File: config.mk
export PLATFORM = sky130hd
export DESIGN_NAME = uart_tx_fifo_flat
export DESIGN_NICKNAME = d
export VERILOG_FILES = /design/src/rtl/uart_tx_fifo_if.sv /design/src/rtl/uart_tx_fifo.sv /design/src/flat_wrapper.sv
export SDC_FILE = /design/constraint.sdc
export NUM_CORES = 1
export LEC_CHECK = 0
export BUFFER_PORTS_ARGS = -buffer_cell sky130_fd_sc_hd__buf_2
export CAP_MARGIN = 15
export CORE_UTILIZATION = 34
export CTS_CLUSTER_SIZE = 30
export DETAILED_ROUTE_END_ITERATION = 7
export PLACE_DENSITY = 0.56
export SYNTH_ARGS = -nofsm -noshare
export SYNTH_HDL_FRONTEND = slang
export SYNTH_SLANG_ARGS = --single-unit
export TNS_END_PERCENT = 10
File: constraint.sdc
create_clock -name clk -period 4.35 [get_ports clk]
set_input_delay 0.6525 -clock clk [delete_from_list [all_inputs] [get_ports clk]]
set_output_delay 0.6525 -clock clk [all_outputs]
set_load 0.03 [all_outputs]
File: src/rtl/uart_tx_fifo_if.sv
// Byte push port of the buffered UART transmitter: producer drives data/valid, FIFO returns ready.
interface uart_tx_fifo_if;
  logic [7:0] data;
  logic       valid;
  logic       ready;

  modport master (output data, output valid, input ready);
  modport slave  (input data, input valid, output ready);
endinterface

File: src/rtl/uart_tx_fifo.sv
// Buffered 8N1 UART transmitter: 2^DEPTH_LOG2-entry FIFO, push-to-line 2 clocks, ready low when full (push dropped).
// Define UART_TX_CRLF_EN to follow every transmitted 8'h0D with an automatic 8'h0A frame.
module uart_tx_fifo #(
  parameter int DEPTH_LOG2 = 4
) (
  input  logic                clk,
  input  logic                reset,
  input  logic [31:0]         cfg_divider,
  uart_tx_fifo_if.slave       push,
  output logic                ser_tx,
  output logic                busy,
  output logic [DEPTH_LOG2:0] level
);

  typedef enum logic [2:0] {
    IDLE,
    START,
    DATA,
    STOP
`ifdef UART_TX_CRLF_EN
    , LF
`endif
  } state_t;

  localparam logic [DEPTH_LOG2:0]   FULL    = {1'b1, {DEPTH_LOG2{1'b0}}};
  localparam logic [DEPTH_LOG2:0]   LVL_ONE = {{DEPTH_LOG2{1'b0}}, 1'b1};
  localparam logic [DEPTH_LOG2-1:0] PTR_ONE = {{(DEPTH_LOG2-1){1'b0}}, 1'b1};

  logic [7:0]            mem [0:(1<<DEPTH_LOG2)-1];
  logic [DEPTH_LOG2-1:0] wr_ptr;
  logic [DEPTH_LOG2-1:0] rd_ptr;
  state_t                state;
  logic [31:0]           div_q;
  logic [31:0]           cnt;
  logic [31:0]           eff_div;
  logic [7:0]            shift;
  logic [2:0]            bit_idx;
  logic                  do_push;
  logic                  do_pop;
  logic                  frame_done;
`ifdef UART_TX_CRLF_EN
  logic                  is_cr;
`endif

  assign eff_div    = (cfg_divider < 32'd2) ? 32'd2 : cfg_divider;
  assign push.ready = (level != FULL);
  assign do_push    = push.valid && push.ready;
  assign frame_done = (cnt == 32'd0);
  assign busy       = (state != IDLE) || (level != '0);

  // A CR frame must be followed by its LF before the next FIFO entry is taken.
  always_comb begin
    do_pop = 1'b0;
    case (state)
      IDLE:    do_pop = (level != '0);
`ifdef UART_TX_CRLF_EN
      STOP:    do_pop = frame_done && (level != '0) && !is_cr;
`else
      STOP:    do_pop = frame_done && (level != '0);
`endif
      default: do_pop = 1'b0;
    endcase
  end

  always_ff @(posedge clk) begin
    if (!reset && do_push) begin
      mem[wr_ptr] <= push.data;
    end
  end

  always_ff @(posedge clk) begin
    if (reset) begin
      state   <= IDLE;
      wr_ptr  <= '0;
      rd_ptr  <= '0;
      level   <= '0;
      ser_tx  <= 1'b1;
      div_q   <= 32'd2;
      cnt     <= 32'd0;
      shift   <= 8'h00;
      bit_idx <= 3'd0;
`ifdef UART_TX_CRLF_EN
      is_cr   <= 1'b0;
`endif
    end else begin
      if (do_push) wr_ptr <= wr_ptr + PTR_ONE;
      if (do_pop)  rd_ptr <= rd_ptr + PTR_ONE;
      if (do_push && !do_pop) begin
        level <= level + LVL_ONE;
      end else if (!do_push && do_pop) begin
        level <= level - LVL_ONE;
      end

      // ser_tx follows the current state, so the line lags the state by one clock.
      case (state)
        IDLE: ser_tx <= 1'b1;
        START: begin
          ser_tx <= 1'b0;
          if (frame_done) begin
            state   <= DATA;
            cnt     <= div_q - 32'd1;
            bit_idx <= 3'd0;
          end else begin
            cnt <= cnt - 32'd1;
          end
        end
        DATA: begin
          ser_tx <= shift[0];
          if (frame_done) begin
            shift <= shift >> 1;
            cnt   <= div_q - 32'd1;
            if (bit_idx == 3'd7) begin
              state <= STOP;
            end else begin
              bit_idx <= bit_idx + 3'd1;
            end
          end else begin
            cnt <= cnt - 32'd1;
          end
        end
        STOP: begin
          ser_tx <= 1'b1;
          if (frame_done) begin
            state <= IDLE;
`ifdef UART_TX_CRLF_EN
            if (is_cr) state <= LF;
`endif
          end else begin
            cnt <= cnt - 32'd1;
          end
        end
`ifdef UART_TX_CRLF_EN
        LF: begin
          ser_tx <= 1'b1;
          shift  <= 8'h0A;
          is_cr  <= 1'b0;
          cnt    <= div_q - 32'd1;
          state  <= START;
        end
`endif
        default: state <= IDLE;
      endcase

      // Frame load overrides the IDLE/STOP transition above for gapless frames.
      if (do_pop) begin
        shift   <= mem[rd_ptr];
        div_q   <= eff_div;
        cnt     <= eff_div - 32'd1;
        bit_idx <= 3'd0;
        state   <= START;
`ifdef UART_TX_CRLF_EN
        is_cr   <= (mem[rd_ptr] == 8'h0D);
`endif
      end
    end
  end

endmodule

File: src/flat_wrapper.sv
// flat-port wrapper written by rule: the top's interface ports become plain ports
module uart_tx_fifo_flat 
#(
  parameter int DEPTH_LOG2 = 4
)
  (clk, reset, cfg_divider, ser_tx, busy, level, push_data, push_valid, push_ready);
  uart_tx_fifo_if push_i ();
  input  logic clk;
  input  logic reset;
  input  logic [31:0] cfg_divider;
  output logic ser_tx;
  output logic busy;
  output logic [DEPTH_LOG2:0] level;
  input wire logic [$bits(push_i.data)-1:0] push_data;
  input wire logic [$bits(push_i.valid)-1:0] push_valid;
  output wire logic [$bits(push_i.ready)-1:0] push_ready;
  assign push_i.data = push_data;
  assign push_i.valid = push_valid;
  assign push_ready = push_i.ready;
  uart_tx_fifo #(.DEPTH_LOG2(DEPTH_LOG2)) u_core (.clk(clk), .reset(reset), .cfg_divider(cfg_divider), .push(push_i), .ser_tx(ser_tx), .busy(busy), .level(level));
endmodule
-- Yosys cells after proc, flatten, opt, wreduce, memory -nomap -nowiden
Memories as Yosys holds them, arrays and structs flattened. A register that Yosys moved wholly into a read port is not among the register bits.
Cells that the tools add are included.
- add/subtract/negate cells: 8
- order comparisons: 1
- equal/unequal tests: 16
- mux-type cells: 25
- bitwise gates (word level): 1
- reduce and logical (&&, ||, !) cells: 27
- operators with widths (operator ; number):
    32-bit two-way mux ; 4
    32-bit by 1-bit subtractor with 32-bit output, second input constant ; 3
    32-bit case mux with 2 select lines ; 1
    32-bit zero test ; 1
    32-bit by 2-bit less-than comparator with 1-bit output, second input constant ; 1
    8-bit two-way mux ; 3
    3-bit two-way mux ; 6
    3-bit by 1-bit != test with 1-bit output, second input constant ; 4
    3-bit case mux with 4 select lines ; 1
    5-bit two-way mux ; 2
    2-bit by 1-bit != test with 1-bit output, second input constant ; 5
    5-bit AND reduction ; 2
    3-bit nonzero test ; 3
    4-bit by 1-bit adder with 4-bit output, second input constant ; 2
    4-bit two-way mux ; 2
    2-bit nonzero test ; 4
    3-bit by 2-bit == test with 1-bit output, second input constant ; 2
    3-bit case mux with 2 select lines ; 1
    2-bit OR reduction ; 3
    5-bit by 1-bit adder with 5-bit output, second input constant ; 1
    1-bit logical AND ; 5
    5-bit != test, second input constant ; 1
    5-bit nonzero test ; 1
    5-bit by 1-bit subtractor with 5-bit output, second input constant ; 1
    other kinds (14) ; 19
- bits in registers: 92
- bits in writable memories: 128
- input port bits: 43
- output and inout bits: 8
- word-level logic and storage cells: 89
- memories kept: 1
- memory list (name ; words ; bits a word ; rd ports ; clocked after memory_dff ; write ports ; line ; text):
    u_core.mem ; 16 ; 8 ; 1 ; 1 ; 1 ; uart_tx_fifo.sv:29 ; logic [7:0] mem [0:(1<<DEPTH_LOG2)-1];

-- Depth between registers and ports, before layout
- word-level depth: 6
- mapped depth: 19
- mapped depth without buffers: 16

-- Worst setup path after synthesis
OpenSTA, ideal clock, no wires.
- kind: input port to flip-flop
- from: in cfg_divider[9]
- to: reg u_core.cnt[14]
- setup time: 0.117 ns
- arrival: 3.672 ns
- data required time: 4.233 ns
- slack: 0.561 ns
- stages: 14
- buffers on the path: 2
- cells stage by stage: or4_4 -> or4_1 -> buf_2 -> nor3_2 -> nand2b_1 -> nand2_1 -> ha_1 -> nand2b_1 -> or3_1 -> clkbuf_1 -> nor4_1 -> xnor2_1 -> o21ai_0 -> a22o_1
- word-level cells in the longest chain between the ends: 4
- ends and longest elaborated chain (what ; line ; text):
    start, declared ; flat_wrapper.sv:10 ; input logic [31:0] cfg_divider;
    32-bit by 2-bit less-than comparator with 1-bit output ; uart_tx_fifo.sv:45 ; assign eff_div = (cfg_divider < 32'd2) ? 32'd2 : cfg_divider;
    32-bit two-way mux (*) ; uart_tx_fifo.sv:45 ;
    32-bit by 1-bit subtractor with 32-bit output (*) ; uart_tx_fifo.sv:148 ; cnt <= eff_div - 32'd1;
    32-bit two-way mux (*) ; uart_tx_fifo.sv:145 ; if (do_pop) begin
    end signal, assigned ; uart_tx_fifo.sv:101 ; cnt <= div_q - 32'd1;
    end signal, assigned ; uart_tx_fifo.sv:129 ; cnt <= cnt - 32'd1;
    end signal, assigned ; uart_tx_fifo.sv:148 ;
    end, declared ; uart_tx_fifo.sv:34 ; logic [31:0] cnt;
Every way passes the cells marked *; elsewhere a longest branch is shown, timed or not.
A chain may end at the register's enable or synchronous reset.

-- Worst setup path after layout
- from: reg u_core.cnt[0]
- to: reg u_core.level[4]
- word-level cells in the longest chain between the ends: 6
- elaborated cells on any way between the ends: 8
- those cells by class: mux (2); reduce/logical (6)
- ends and longest elaborated chain (what ; line ; text):
    start signal, assigned ; uart_tx_fifo.sv:101 ;
    start signal, assigned ; uart_tx_fifo.sv:104 ; cnt <= cnt - 32'd1;
    start signal, assigned ; uart_tx_fifo.sv:111 ; cnt <= div_q - 32'd1;
    32-bit zero test (*) ; uart_tx_fifo.sv:48 ; assign frame_done = (cnt == 32'd0);
    1-bit logical AND (*) ; uart_tx_fifo.sv:59 ; STOP: do_pop = frame_done && (level != '0);
    1-bit case mux with 2 select lines (*) ; uart_tx_fifo.sv:54 ; case (state)
    1-bit zero test ; uart_tx_fifo.sv:88 ; if (do_push && !do_pop) begin
    1-bit logical AND ; uart_tx_fifo.sv:88 ;
    5-bit two-way mux or 2-bit nonzero test (tied branches) ; - ;
    end signal, assigned ; uart_tx_fifo.sv:89 ; level <= level + LVL_ONE;
    end signal, assigned ; uart_tx_fifo.sv:91 ; level <= level - LVL_ONE;
    end, declared ; uart_tx_fifo.sv:12 ; output logic [DEPTH_LOG2:0] level
Marks and branches as above.

==> impl_metrics.py <==
metrics = {
    "run_status": {
        "outcome": "finished, final reports clean",
    },
    "die": {
        "dieWidth_um": 182.5,
        "dieArea_mm2": 0.03331,
        "num_rows": 65,
        "start_util_pct": 34.84,
        "fp.coreArea_mm2": 0.03180,
        "ioPinCount": 51,
        "chipHeight_um": 182.5,
    },
    "worst_setup_path": {
        "required_ns": 4.83,
        "critPathMaxFanout": 13,
        "worstSetupPathType": "flip-flop to flip-flop",
        "worst_setup_path_end_kind": "flip-flop",
        "cp-start-kind": "flip-flop",
        "worstPathArrival_ns": 4.20,
    },
    "global_route": {
        "grt_pass1_vias": 7707,
        "grt_pass1_wl_um": 44170,
        "grt_max_degree": 55,
        "grt.overflow.total": 0,
        "antenna_found_initial": 0,
        "gr-usage-all-layers_pct": 16.90,
    },
    "detailed_routing": {
        "drt_iter0_drc": 459,
        "vias": 7925,
        "drt_wl_total_um": 27760,
        "drtPass1Iterations": 6,
        "wl_per_cell_um": 18.63,
        "route.detailed.drc": 0,
        "final_antenna_net_count": 0,
        "detail_route.vias_per_cell": 5.319,
    },
    "clocking": {
        "htree_levels": 1,
        "clk_latency_ns": 0.55,
        "post_cts_buffers": 0,
        "cts_root_buffer": "clkbuf_16",
        "ctsHoldBuffers": 0,
        "clkSlewWorstSetupHoldPaths_ns": 0.06,
        "cts_buffers": 26,
        "ctsResizeCount": 0,
        "cts.sinks": 223,
        "cts_tree": "done",
        "clk_path_buf_depth": 3,
    },
    "yosys": {
        "synth_area_leader_cell": "edfxtp_1",
        "synth-edff-count": 128,
        "yosysMostFrequentCell": "edfxtp_1",
        "ys_top_cells_by_count": "128 x edfxtp_1, 106 x nand2_1, 95 x dfxtp_1, 79 x nor2_1, 58 x a21oi_1",
        "synth_seq_cells": 223,
        "netlist_instances": 992,
        "ys_top_cells_by_area": "edfxtp_1 35%, dfxtp_1 17%, mux4_2 8.1%",
        "synth_top_area_share_pct": 34.70,
        "synthArstFlopShare_pct": 0,
        "ys_dominant_reg_cell": "edfxtp_1",
        "yosysSeqAreaShare_pct": 51.86,
        "ys_warn_count": 0,
        "synthesis.nets": 1054,
        "avgSynthCellArea_um2": 11.17,
        "yosysUniqueCellTypes": 76,
        "syn_area_mm2": 0.01108,
    },
    "power": {
        "ir_drop_v": 0.0003333,
        "internal_power_uw": 5068,
        "p_sw_uw": 3276,
        "seq_power_share_pct": 35.4,
        "total_power_uw": 8344,
        "p_leak_uw": 0.004312,
        "switching_share_pct": 39.27,
        "p_clk_share_pct": 25.3,
        "combPwrFrac_pct": 39.3,
        "power.density_mw_per_mm2": 659.6,
    },
    "flow_run": {
        "cap_violations": 0,
    },
    "timing": {
        "grt_setup_unrepaired": "false",
        "slew_viol_final": 0,
        "max_clock_freq_mhz": 268.7,
        "hold_viol": 0,
        "clock_skew_ns": 0.01346,
        "worst_slew_pin_slew_ns": 0.9260,
        "setup_tns_ns": 0,
        "slew_headroom_pct": 37.70,
        "setup_viol": 0,
        "timing.final.crit_period_ns": 3.722,
        "period_share_pct": 85.57,
    },
    "layout": {
        "register_area_mm2": 0.005747,
        "post-route-util_pct": 39.78,
        "fin_nets": 1098,
        "area_delta_synth_final_pct": 14.20,
        "antenna_cells": 0,
        "layout-drive-gt1-share_pct": 17.63,
        "multiInputGateArea_mm2": 0.005024,
        "nFillCells": 3082,
    },
    "place": {
        "place.port_buffers": 50,
        "place_congestion": 0.8585,
        "dpl.hpwl_um": 18810,
    },
    "worst_hold_path": {
        "hold_path_class": "input port to flip-flop",
    },
}
worst paths after layout:
| check | slack, ns | depth (start not counted) | to | startpoint |
|---|---|---|---|---|
| setup / recovery | 0.63 | 15 | u_core.level[4]$_SDFFE_PP0P_ | u_core.cnt[0]$_SDFFE_PP0P_ |
| hold / removal | 0.37 | 3 | u_core.div_q[21]$_SDFFE_PP0P_ | cfg_divider[21] |
| setup reg to reg | 0.63 | 15 | u_core.level[4]$_SDFFE_PP0P_ | u_core.cnt[0]$_SDFFE_PP0P_ |
| hold reg to reg | 0.47 | 2 | u_core.bit_idx[2]$_SDFFE_PP0P_ | u_core.bit_idx[2]$_SDFFE_PP0P_ |
sequential cells by signal (all words and copies together), names as in the netlist, named ones only:
signal / count
u_core.mem: 128
u_core.cnt: 32
u_core.div_q: 32
u_core.shift: 8
u_core.level: 5
u_core.rd_ptr: 4
u_core.wr_ptr: 4
u_core.bit_idx: 3
u_core.state: 2
u_core.ser_tx: 1
layout by cell type (no fill, tap or decap), types with 7 or more instances in the layout:
master / count
edfxtp_1: 128
nand2_1: 106
dfxtp_1: 94
nor2_1: 79
a21oi_1: 57
nor3_1: 55
buf_2: 50
xor2_1: 44
mux4_2: 40
nor4_1: 32
xnor2_1: 29
buf_4: 28
clkbuf_16: 26
o21ai_0: 25
nand3_1: 24
ha_1: 18
mux2i_1: 17
o211ai_1: 17
or3_1: 16
inv_1: 12
or4_1: 11
nand2b_1: 10
o22ai_1: 8
a211oi_1: 8
o31a_1: 7
clkbuf_1: 7
per-stage QoR:
| step | std cells | hold slack, ns | setup WS [ns] | instance area (um2) |
|---|---|---|---|---|
| 2_1_floorplan | 992 | 0.4291 | 0.5609 | 11080 |
| 3_3_place_gp | 1443 | 0.4430 | 0.3557 | 11820 |
| 5_1_grt | 1490 | 0.3694 | 0.4002 | 12650 |
| 3_5_place_dp | 1443 | 0.4538 | 0.3302 | 11820 |
| 6_report | 1490 | 0.3733 | 0.6277 | 12650 |
| 4_1_cts | 1490 | 0.3520 | 0.6037 | 12650 |
power groups by stage:
stage               Sequential, uW  Combinational, uW  Clock [uW]
floorplan                     2880               2500           0
global placement              2980               3270           0
detailed placement            2990               3280           0
CTS                           2950               3300        2160
global route                  3020               3640        2250
finish                        2960               3280        2110
logic make-up after synthesis:
group	count (synthesis)	share of synthesized area [%]
flip-flops	223	51.86
buffers and inverters	75	2.891
AO/OA/AOI/OAI	165	9.770
AND/OR/NAND/NOR	380	17.82
multiplexers	57	9.668
adder cells (fa/ha/maj)	19	2.214
XOR/XNOR	73	5.771
layout make-up:
class                   instances  area share, %
clock inverters                11         0.8604
inverters                      13         0.3857
clock buffers                  36          5.677
well taps                     435          4.302
flip-flops and latches        223          45.43
multi-input cells             694          39.71
repair buffers                 78          3.640
metal layers:
metal	GRT usage, %	wire length [um]	vias to the layer above
met5	0	0	-
met1	23.50	12840	3851
met2	27.28	12850	216
met4	4.504	572	0
li1	-	-	3814
met3	2.714	1500	44
worst max-delay path: stages (launching register included):
cell and delay, ns:
dfxtp_1 0.35, inv_1 0.07, ha_1 0.18, or3b_2 0.56
nand4b_4 0.37, o31a_1 0.44, nor2_4 0.11, inv_2 0.05
ha_1 0.21, inv_1 0.13, ha_1 0.28, a21o_1 0.19
a21oi_1 0.17, xnor2_1 0.09, or3_1 0.30, a21oi_1 0.14
No activity file was read; power rests on OpenSTA's default activity.
